$ cat src/rtl/rvh_l1d_pkg.sv
// rvh_l1d_pkg: AXI field layouts and constants shared by the
// L1D writeback master and its beat mux.
package rvh_l1d_pkg;

  localparam int MEMNOC_TID_MASTERID_SIZE = 4;
  localparam int MEMNOC_TID_TID_SIZE      = 4;

  localparam int PADDR_W     = 56;
  localparam int AXI_ID_W    = MEMNOC_TID_MASTERID_SIZE
                             + MEMNOC_TID_TID_SIZE;
  localparam int AXI_LEN_W   = 8;
  localparam int AXI_SIZE_W  = 3;
  localparam int AXI_BURST_W = 2;
  localparam int AXI_DATA_W  = 64;
  localparam int AXI_STRB_W  = 8;
  localparam int AXI_RESP_W  = 2;

  localparam int AXI_AW_W = AXI_ID_W + PADDR_W + AXI_LEN_W
                          + AXI_SIZE_W + AXI_BURST_W;
  localparam int AXI_W_W  = AXI_DATA_W + 1 + AXI_STRB_W;
  localparam int AXI_B_W  = MEMNOC_TID_MASTERID_SIZE
                          + MEMNOC_TID_TID_SIZE + AXI_RESP_W;

  localparam logic [AXI_SIZE_W-1:0]  AXI_SIZE_8B    = 3'd3;
  localparam logic [AXI_BURST_W-1:0] AXI_BURST_INCR = 2'b01;
  localparam logic [PADDR_W-1:0]     LINE_ADDR_MASK = ~PADDR_W'(63);

  typedef struct packed {
    logic [AXI_ID_W-1:0]    id;
    logic [PADDR_W-1:0]     addr;
    logic [AXI_LEN_W-1:0]   len;
    logic [AXI_SIZE_W-1:0]  size;
    logic [AXI_BURST_W-1:0] burst;
  } axi_aw_t;

  typedef struct packed {
    logic [AXI_DATA_W-1:0] data;
    logic                  last;
    logic [AXI_STRB_W-1:0] strb;
  } axi_w_t;

  typedef struct packed {
    logic [MEMNOC_TID_MASTERID_SIZE-1:0] masterid;
    logic [MEMNOC_TID_TID_SIZE-1:0]      tid;
    logic [AXI_RESP_W-1:0]               resp;
  } axi_b_t;

  typedef enum logic {
    IDLE = 1'b0,
    SEND = 1'b1
  } wb_state_e;

endpackage

$ cat src/rtl/rvh_l1d_wb_beat_mux.sv
// rvh_l1d_wb_beat_mux: selects one 64-bit beat of the buffered
// line and its byte strobe (RVH_L1D_WB_DIRTY_MASK_EN masks clean beats).
module rvh_l1d_wb_beat_mux
  import rvh_l1d_pkg::*;
#(
  parameter int LINE_BEATS = 8,
  parameter int BEAT_W     = 3
) (
  input  logic [LINE_BEATS*AXI_DATA_W-1:0] line_i,
`ifdef RVH_L1D_WB_DIRTY_MASK_EN
  input  logic [LINE_BEATS-1:0]            dirty_i,
`endif
  input  logic [BEAT_W-1:0]                beat_i,
  output logic [AXI_DATA_W-1:0]            data_o,
  output logic [AXI_STRB_W-1:0]            strb_o
);

  logic [AXI_DATA_W-1:0] beats [LINE_BEATS];

  for (genvar i = 0; i < LINE_BEATS; i++) begin : g_beat
    assign beats[i] = line_i[i*AXI_DATA_W +: AXI_DATA_W];
  end

  assign data_o = beats[beat_i];

  // Clean beats still go out, just with no bytes enabled.
  always_comb begin
`ifdef RVH_L1D_WB_DIRTY_MASK_EN
    strb_o = dirty_i[beat_i] ? 8'hFF : 8'h00;
`else
    strb_o = 8'hFF;
`endif
  end

endmodule

$ cat src/rtl/std_dffrve.sv
// std_dffrve: enabled register with asynchronous active-low
// reset to a supplied value.
module std_dffrve #(
  parameter int WIDTH = 1
) (
  input  logic             clk,
  input  logic             rstn,
  input  logic [WIDTH-1:0] rst_val,
  input  logic             en,
  input  logic [WIDTH-1:0] d,
  output logic [WIDTH-1:0] q
);

  // Load d when enabled; reset forces rst_val.
  always_ff @(posedge clk or negedge rstn) begin
    if (!rstn)   q <= rst_val;
    else if (en) q <= d;
  end

endmodule

$ cat src/rtl/rvh_l1d_wb_axi_master.sv
// rvh_l1d_wb_axi_master: pushes one dirty L1D line per request as an
// AXI INCR burst; RVH_L1D_WB_DIRTY_MASK_EN adds a per-beat dirty mask.
module rvh_l1d_wb_axi_master
  import rvh_l1d_pkg::*;
#(
  parameter int BANK_ID         = 0,
  parameter int LINE_BEATS      = 8,
  parameter int MAX_OUTSTANDING = 2
) (
  input  logic                             clk,
  input  logic                             rst,
  input  logic                             wb_req_valid,
  output logic                             wb_req_ready,
  input  logic [PADDR_W-1:0]               wb_req_paddr,
  input  logic [LINE_BEATS*AXI_DATA_W-1:0] wb_req_data,
`ifdef RVH_L1D_WB_DIRTY_MASK_EN
  input  logic [LINE_BEATS-1:0]            wb_req_dirty,
`endif
  output logic                             axi_awvalid,
  input  logic                             axi_awready,
  output logic [AXI_AW_W-1:0]              axi_aw,
  output logic                             axi_wvalid,
  input  logic                             axi_wready,
  output logic [AXI_W_W-1:0]               axi_w,
  input  logic                             axi_bvalid,
  output logic                             axi_bready,
  input  logic [AXI_B_W-1:0]               axi_b,
  output logic                             wb_done_valid,
  output logic                             wb_done_err
);

  localparam int BEAT_W = (LINE_BEATS > 1) ? $clog2(LINE_BEATS) : 1;
  localparam int OUT_W  = $clog2(MAX_OUTSTANDING + 1);
  localparam int TID_W  = MEMNOC_TID_TID_SIZE;
  localparam int MID_W  = MEMNOC_TID_MASTERID_SIZE;

  localparam logic [BEAT_W-1:0]    LAST_BEAT = BEAT_W'(LINE_BEATS - 1);
  localparam logic [OUT_W-1:0]     MAX_OUT   = OUT_W'(MAX_OUTSTANDING);
  localparam logic [MID_W-1:0]     MASTER_ID = MID_W'(BANK_ID);
  localparam logic [AXI_LEN_W-1:0] BURST_LEN = AXI_LEN_W'(LINE_BEATS - 1);

  wb_state_e          state_q, state_d;
  logic               state_raw;
  logic               aw_done_q, aw_done_d;
  logic               w_done_q, w_done_d;
  logic [BEAT_W-1:0]  beat_q, beat_d;
  logic [TID_W-1:0]   tid_q, tid_d;
  logic [OUT_W-1:0]   out_q, out_d;
  logic [1:0]         done_q, done_d;

  logic [PADDR_W-1:0]               paddr_q;
  logic [LINE_BEATS*AXI_DATA_W-1:0] line_q;
`ifdef RVH_L1D_WB_DIRTY_MASK_EN
  logic [LINE_BEATS-1:0]            dirty_q;
`endif

  axi_aw_t aw;
  axi_w_t  w;
  axi_b_t  b;
  logic    req_hs, aw_hs, w_hs, w_last_hs, b_take, send_end;
  logic    b_unused;

  assign b         = axi_b_t'(axi_b);
  assign b_unused  = ^{b.tid, b.resp[0]};
  assign req_hs    = wb_req_valid & wb_req_ready;
  assign aw_hs     = axi_awvalid & axi_awready;
  assign w_hs      = axi_wvalid & axi_wready;
  assign w_last_hs = w_hs & (beat_q == LAST_BEAT);
  assign send_end  = (aw_done_q | aw_hs) & (w_done_q | w_last_hs);
  assign b_take    = axi_bvalid & axi_bready
                   & (b.masterid == MASTER_ID)
                   & (out_q != '0);

  // Burst FSM: AW and W progress independently, leave once both finish.
  always_comb begin
    state_d   = state_q;
    aw_done_d = aw_done_q;
    w_done_d  = w_done_q;
    beat_d    = beat_q;
    unique case (state_q)
      IDLE: begin
        if (req_hs) begin
          state_d   = SEND;
          aw_done_d = 1'b0;
          w_done_d  = 1'b0;
          beat_d    = '0;
        end
      end
      SEND: begin
        if (aw_hs)     aw_done_d = 1'b1;
        if (w_last_hs) w_done_d  = 1'b1;
        if (w_hs)      beat_d = w_last_hs ? '0 : beat_q + 1'b1;
        if (send_end)  state_d = IDLE;
      end
    endcase
  end

  // Outstanding count nets AW issues against accepted B responses.
  always_comb begin
    tid_d  = tid_q + 1'b1;
    out_d  = out_q;
    done_d = {b_take, b_take & b.resp[1]};
    if (aw_hs && !b_take)      out_d = out_q + 1'b1;
    else if (!aw_hs && b_take) out_d = out_q - 1'b1;
  end

  assign state_q = wb_state_e'(state_raw);

  std_dffrve #(.WIDTH(1)) u_state (
    .clk(clk), .rstn(rst), .rst_val(1'b0), .en(1'b1),
    .d(state_d), .q(state_raw)
  );

  std_dffrve #(.WIDTH(1)) u_aw_done (
    .clk(clk), .rstn(rst), .rst_val(1'b0), .en(1'b1),
    .d(aw_done_d), .q(aw_done_q)
  );

  std_dffrve #(.WIDTH(1)) u_w_done (
    .clk(clk), .rstn(rst), .rst_val(1'b0), .en(1'b1),
    .d(w_done_d), .q(w_done_q)
  );

  std_dffrve #(.WIDTH(BEAT_W)) u_beat (
    .clk(clk), .rstn(rst), .rst_val('0), .en(1'b1),
    .d(beat_d), .q(beat_q)
  );

  std_dffrve #(.WIDTH(TID_W)) u_tid (
    .clk(clk), .rstn(rst), .rst_val('0), .en(aw_hs),
    .d(tid_d), .q(tid_q)
  );

  std_dffrve #(.WIDTH(OUT_W)) u_out (
    .clk(clk), .rstn(rst), .rst_val('0), .en(1'b1),
    .d(out_d), .q(out_q)
  );

  std_dffrve #(.WIDTH(2)) u_done (
    .clk(clk), .rstn(rst), .rst_val(2'b00), .en(1'b1),
    .d(done_d), .q(done_q)
  );

  // Line buffer loads on acceptance and is left out of reset.
  always_ff @(posedge clk) begin
    if (req_hs) begin
      paddr_q <= wb_req_paddr;
      line_q  <= wb_req_data;
`ifdef RVH_L1D_WB_DIRTY_MASK_EN
      dirty_q <= wb_req_dirty;
`endif
    end
  end

  rvh_l1d_wb_beat_mux #(
    .LINE_BEATS(LINE_BEATS),
    .BEAT_W    (BEAT_W)
  ) u_beat_mux (
    .line_i (line_q),
`ifdef RVH_L1D_WB_DIRTY_MASK_EN
    .dirty_i(dirty_q),
`endif
    .beat_i (beat_q),
    .data_o (w.data),
    .strb_o (w.strb)
  );

  assign w.last   = (beat_q == LAST_BEAT);
  assign aw.id    = {MASTER_ID, tid_q};
  assign aw.addr  = paddr_q & LINE_ADDR_MASK;
  assign aw.len   = BURST_LEN;
  assign aw.size  = AXI_SIZE_8B;
  assign aw.burst = AXI_BURST_INCR;

  assign wb_req_ready  = (state_q == IDLE) & (out_q < MAX_OUT);
  assign axi_awvalid   = (state_q == SEND) & ~aw_done_q;
  assign axi_wvalid    = (state_q == SEND) & ~w_done_q;
  assign axi_aw        = aw;
  assign axi_w         = w;
  assign axi_bready    = 1'b1;
  assign wb_done_valid = done_q[1];
  assign wb_done_err   = done_q[0];

endmodule

$ cat config.mk
export PLATFORM = sky130hd
export DESIGN_NAME = rvh_l1d_wb_axi_master
export DESIGN_NICKNAME = d
export VERILOG_FILES = /design/src/rtl/rvh_l1d_pkg.sv /design/src/rtl/rvh_l1d_wb_beat_mux.sv /design/src/rtl/std_dffrve.sv /design/src/rtl/rvh_l1d_wb_axi_master.sv
export SDC_FILE = /design/constraint.sdc
export NUM_CORES = 1
export LEC_CHECK = 0
export ABC_AREA = 1
export BUFFER_PORTS_ARGS = -buffer_cell sky130_fd_sc_hd__buf_2
export CAP_MARGIN = 40
export CORE_AREA = 2 2 288 290
export DETAILED_ROUTE_END_ITERATION = 16
export DIE_AREA = 0 0 290 292
export PLACE_DENSITY = 0.64
export SLEW_MARGIN = 15
export SYNTH_ARGS = -nofsm -noshare
export SYNTH_HDL_FRONTEND = slang
export SYNTH_SLANG_ARGS = --single-unit
$ cat constraint.sdc
create_clock -name clk -period 14.3 [get_ports clk]
set_input_delay 0.715 -clock clk [delete_from_list [all_inputs] [get_ports clk]]
set_output_delay 0.715 -clock clk [all_outputs]
set_load 0.02 [all_outputs]
==> results of run 1 <==
-- flip-flops by register name, indices dropped and copies added (netlist names) --
signal / cells
u_w_done.q: 1
line_q: 512
u_aw_done.q: 1
paddr_q: 50
u_beat.q: 3
u_tid.q: 4
u_out.q: 2
u_done.q: 2
u_state.q: 1
-- synth_stat cells --
library cell,number
conb_1,2
ha_1,4
buf_2,51
edfxtp_1,562
nand2_1,844
clkbuf_1,9
o21ai_0,4
buf_4,45
buf_6,24
xnor2_1,2
xor2_1,3
nor2_1,9
inv_1,524
nand3_1,261
inv_4,1
nand4_1,4
dfrtp_1,14
nand3b_1,1
buf_1,2
-- per-layer routing --
layer	vias up	track usage (%)	wire (µm)
met1	8217	18.9	27300
met5	-	0	115
met3	134	4.57	5500
met2	655	27.2	34700
met4	18	6.42	2390
li1	8699	-	-
-- metrics by stage --
| stage | std cells | hold WS (ns) |
|---|---|---|
| 6_report | 4179 | 0.260 |
| 2_1_floorplan | 2396 | 0.419 |
| 3_3_place_gp | 4046 | 0.453 |
| 5_1_grt | 4179 | 0.218 |
| 4_1_cts | 4165 | 0.206 |
| 3_5_place_dp | 4052 | 0.457 |
-- cell type report --
cell class / count / area share (%)
Clock buffer: 72 / 4.97
Clock inverter: 40 / 1.22
Tap cell: 1070 / 4.30
Antenna cell: 12 / 0.0965
Inverter: 525 / 6.40
Sequential cell: 576 / 55.4
Timing Repair Buffer: 720 / 12.3
Multi-Input combinational cell: 1164 / 15.3
-- power groups by stage --
stage	combinational [µW]	sequential (µW)	clock (µW)
2_1_floorplan	1150	2240	0
3_3_place_gp	1670	2180	0
3_5_place_dp	1710	2180	0
4_1_cts	1720	2140	1590
5_1_grt	1880	2150	1650
6_report	1680	2140	1550
-- critical path, cell delays in order, from the launching register on --
cell     delay [ns]
dfrtp_4        0.69
inv_8          0.53
buf_4          0.77
nand2_1        0.11
nand3_1        0.13
nand2_1        0.07
nand2_1        0.09
nand2_1        0.17
buf_2          0.20
-- cell families (layout without fill, tap and decap cells) --
family                   after synthesis  after routing
AO/OA/AOI/OAI                          4              4
XOR/XNOR                               5              5
adder cells (fa/ha/maj)                4              4
buffers and inverters                656           1357
flip-flops                           576            576
other                                  2             44
AND/OR/NAND/NOR                     1119           1119
-- worst max-delay path by stage --
stage	slack, ns	to	cells past startpoint
after detailed placement	9.87	line_q[420]$_DFFE_PP_	8
after floorplan	1.60	u_aw_done.q$_DFFE_PN0P_	4
after global routing	9.76	axi_w[13]	7
final	10.04	axi_w[47]	8
after CTS	9.79	axi_w[13]	7
after global placement	9.60	line_q[416]$_DFFE_PP_	6
-- repair_timing --
item,4_1_cts,5_1_grt
hold buffers,1,0
endpoints found under the setup margin,0,0
buffers inserted,0,0
hold endpoints to repair,14,0
==> summary.txt, run 1 <==
STA
  • Unrepaired setup endpoints after global routing: no
  • Final worst slack: 10.04 ns
  • Max-slew headroom: 38.8%
  • Setup-failing EPs final: 0
  • Final min period: 4.26 ns
  • Skew final: 0.0236 ns
  • Hold Vio Cnt, Final: 0
  • Max Freq: 235 MHz
  • Tcrit/Tclk final: 29.8%
  • Worst Tran Pin Value: 0.917 ns
  • Setup TNS: 0 ns
  • Final Slew Violations: 0

Clocking
  • CTS tree: done
  • Inserted Clock Buffers: 60
  • Root buffer cell: clkbuf_16
  • Max clock buf depth: 3
  • Worst-path clk slew: 0.07 ns
  • Clock Latency Late Sink: 0.62 ns
  • Post-cts resize count: 0
  • CTS H-tree depth: 2
  • Clock sink count: 576

Final layout
  • # fillers: 7975
  • P&R area growth vs syn: 25.6%
  • Final #Nets: 3635
  • Share of post-route cells with drive strength above 1: 26.0%
  • Final instance area: 31100 µm²
  • Multi-input logic area: 4770 µm²
  • Commonest non-fill, non-tap cell in the layout: nand2_1
  • Area taken by flip-flops and latches: 17200 µm²
  • Finished Core Util: 38.1%
  • Most frequent cells in the layout: nand2_1, buf_2, edfxtp_1

Worst hold path
  • Hold depth: 1
  • Worst hold path startpoint: wb_req_data[463]
  • Worst Hold Class: in -> reg
  • Hold Crit Endpoint: line_q[463]$_DFFE_PP_

Placed design
  • Buffers on Ports: 696
  • Detailed placement HPWL: 48.3 mm
  • Placer congestion estimate: 0.809
  • Placed Area: 29100 µm²
  • Pre-CTS WS: 9.87 ns

Detailed routing
  • Pre-antenna DRT Iters: 5
  • DR vias: 17700
  • Vias per cell: 4.24
  • DRC: 0
  • Routed WL: 70.0 mm
  • Average wire per standard cell: 16.8 µm
  • Iteration-0 DRC count of the detailed router: 915
  • Post-route antenna net violation count: 0

Synthesis
  • Compound-cell area share of the yosys netlist: 0.0808%
  • Yosys reg bits: 576
  • Cells after Synth: 2366
  • Post-synthesis xor/xnor area fraction: 0.177%
  • Post-synthesis sequential area ratio: 69.6%
  • Post-synth cell types: 19
  • Syn avg cell area: 10.5 µm²
  • Simple-gate share of the synthesized area: 18.3%
  • Yosys top cell by area: edfxtp_1
  • Adder-Cell Fraction of Synth Area: 0.202%
  • Share of the synthesized area in the top cell type: 68.1%
  • Area of the mapped netlist: 24800 µm²
  • Mux cell area share after synthesis: 0%
  • Synth warn: 0
  • Largest family of logic cells by synthesized area: simple AND/OR/NAND/NOR gates
  • Largest cells by area after synthesis: edfxtp_1, nand2_1, inv_1

Critical path
  • Setup CP Type: reg -> out
  • Crit. End Element: output pin
  • Crit. Startpoint: u_beat.q[0]$_DFFE_PN0P_
  • R2r setup slk: 10.86 ns
  • Crit Path Max Fanout: 98
  • Startpoint types: flip-flop
  • R2R cell count: 8
  • Crit path DAT: 3.55 ns
  • Critical Path RT: 13.59 ns
  • Reg-to-reg endpoint: line_q[384]$_DFFE_PP_
  • Reg2reg start: u_state.q$_DFF_PN0_

Global routing
  • Total track usage: 15.9%
  • Largest net degree at the start of global routing: 160
  • Vias in the first global route: 17200
  • Initial antenna violation count: 22
  • First-pass GRT wire length: 103 mm
  • Total congestion overflow: 0

Pwr
  • Leak: 0.0148 µW
  • Power, Total: 5370 µW
  • Clk pwr share: 28.9%
  • Combinational share of power: 31.3%
  • Max VDD drop: 0.126 mV
  • Switching power: 1940 µW
  • Net Sw Frac: 36.2%
  • PD cells: 173 nW/µm²
  • Cell internal pwr: 3430 µW
  • Reg power frac: 39.8%

Floorplan
  • Core ar.: 81600 µm²
  • I/O Pins: 740
  • Width of the die: 290 µm
  • Full die area: 84700 µm²
  • Die Span Y: 292 µm
  • Initial Util: 30.4%
  • FP Rows: 105

Run status
  • Status: finished, final reports clean

Flow run
  • Max Cap Viol: 0
(Power assumes the default switching activity.)
==> inputs of run 2 (changes only) <==
clock period = 3.95 ns   (was 14.3 ns; I/O delays follow)
==> summary.txt, run 2 (same netlist as run 1, synthesis figures left out) <==
STA
  • Hold Vio Cnt, Final: 0
  • Max-slew headroom: 32.6%
  • Worst Tran Pin Value: 1.01 ns
  • Final min period: 3.15 ns
  • Final Slew Violations: 0
  • Tcrit/Tclk final: 79.8%
  • Max Freq: 317 MHz
  • Final worst slack: 0.799 ns
  • Unrepaired setup endpoints after global routing: no
  • Skew final: 0.0237 ns
  • Setup TNS: 0 ns
  • Setup-failing EPs final: 0

Run status
  • Status: finished, final reports clean

Pwr
  • Reg power frac: 37.5%
  • Cell internal pwr: 13000 µW
  • Clk pwr share: 29.2%
  • Combinational share of power: 33.4%
  • Switching power: 7470 µW
  • Net Sw Frac: 36.4%
  • Max VDD drop: 0.696 mV
  • Leak: 0.0174 µW
  • PD cells: 553 nW/µm²

Final layout
  • Most frequent cells in the layout: nand2_1, buf_2, dlygate4sd3_1
  • Commonest non-fill, non-tap cell in the layout: nand2_1
  • # fillers: 7081
  • Most flops, register: line_q
  • Multi-input logic area: 4780 µm²
  • Finished Core Util: 45.5%
  • Largest registers: line_q x512, paddr_q x50, u_tid.q x4
  • Final instance area: 37100 µm²
  • Share of post-route cells with drive strength above 1: 22.6%
  • Max reg flops: 512
  • Area taken by flip-flops and latches: 17200 µm²
  • Non-filler instance count after layout: 4764
  • Final #Nets: 4223
  • P&R area growth vs syn: 49.7%

Detailed routing
  • Pre-antenna DRT Iters: 5
  • Iteration-0 DRC count of the detailed router: 1229
  • Post-route antenna net violation count: 0
  • Average wire per standard cell: 16.9 µm
  • DRC: 0
  • Routed WL: 80.4 mm
  • Vias per cell: 4.39
  • DR vias: 20900

Critical path
  • Reg2reg start: u_beat.q[2]$_DFFE_PN0P_
  • Setup CP Type: reg -> out
  • Startpoint types: flip-flop
  • Crit path DAT: 2.95 ns
  • Crit Path Max Fanout: 50
  • Crit. End Element: output pin
  • R2R cell count: 5
  • Crit. Startpoint: u_beat.q[1]$_DFFE_PN0P_
  • Critical Path RT: 3.75 ns

Clocking
  • Worst-path clk slew: 0.06 ns
  • Post-cts resize count: 0
  • Clock sink count: 576
  • Hold_buf cts: 571
  • CTS H-tree depth: 3
  • Post-CTS Setup Bufs: 0
  • Max clock buf depth: 3
  • CTS tree: done
  • Inserted Clock Buffers: 66
  • Root buffer cell: clkbuf_16
  • Clock Latency Late Sink: 0.59 ns

Placed design
  • Detailed placement HPWL: 48.8 mm
  • Pre-CTS WS: 1.38 ns
  • Placed Area: 29200 µm²
  • Buffers on Ports: 696
  • Placer congestion estimate: 0.823
  • Dpl cells: 4066

Floorplan
  • Width of the die: 290 µm
  • I/O Pins: 740
  • Initial Util: 30.4%
  • Die Span Y: 292 µm
  • Full die area: 84700 µm²
  • FP Rows: 105
  • Core ar.: 81600 µm²

Global routing
  • Largest net degree at the start of global routing: 151
  • Total congestion overflow: 0
  • Initial antenna violation count: 7
  • Total track usage: 18.6%
  • First-pass GRT wire length: 122 mm
  • Vias in the first global route: 22100

Worst hold path
  • Worst Hold Class: in -> async

Flow run
  • Max Cap Viol: 0
run 2: path summary, 6_finish.rpt:
kind                                            to  slack, ns
min in group clk            u_out.q[0]$_DFFE_PN0P_       0.13
max reg2reg                 u_w_done.q$_DFFE_PN0P_       1.44
max                                      axi_w[69]       0.80
min reg2reg                 u_tid.q[3]$_DFFE_PN0P_       0.47
min                         u_tid.q[1]$_DFFE_PN0P_       0.07
max in group asynchronous  u_beat.q[0]$_DFFE_PN0P_       3.59
run 2: power by group through the flow:
| stage | sequential (µW) | combinational (µW) | clock (µW) |
|---|---|---|---|
| after floorplan | 8000 | 4160 | 0 |
| after global placement | 7790 | 6240 | 0 |
| after detailed placement | 7800 | 6310 | 0 |
| after CTS | 7680 | 6800 | 6090 |
| after global routing | 7740 | 7460 | 6350 |
| final | 7690 | 6850 | 5980 |
run 2: metrics by stage:
stage          power (µW)  hold slack, ns
3_5_place_dp        14100           0.124
6_report            20500          0.0684
4_1_cts             20600        0.000194
2_1_floorplan       12200         -0.0981
3_3_place_gp        14000           0.125
5_1_grt             21500          0.0534
run 2: layout make-up:
type                    count  share of cell area [%]
clock buffers              82                    4.78
repair buffers           1302                    25.9
inverters                 525                    5.36
well taps                1070                    3.61
multi-input cells        1164                    12.9
clock inverters            35                   0.914
flip-flops and latches    576                    46.5
diodes                     10                  0.0675
run 2: routing by layer:
metal	track usage [%]	vias up	routed length (µm)
met1	20.6	9752	29800
li1	-	9880	-
met2	33.1	1057	40100
met4	11.1	0	4670
met5	0	-	0
met3	3.92	218	5920
run 2: worst max-delay path: stages, from the launching register on:
cell and delay, ns:
dfrtp_4 0.66, inv_6 0.43, buf_12 0.31, buf_4 0.29
nand3_1 0.10, nand2_1 0.06, nand2_1 0.06, nand2_1 0.12
buf_2 0.17
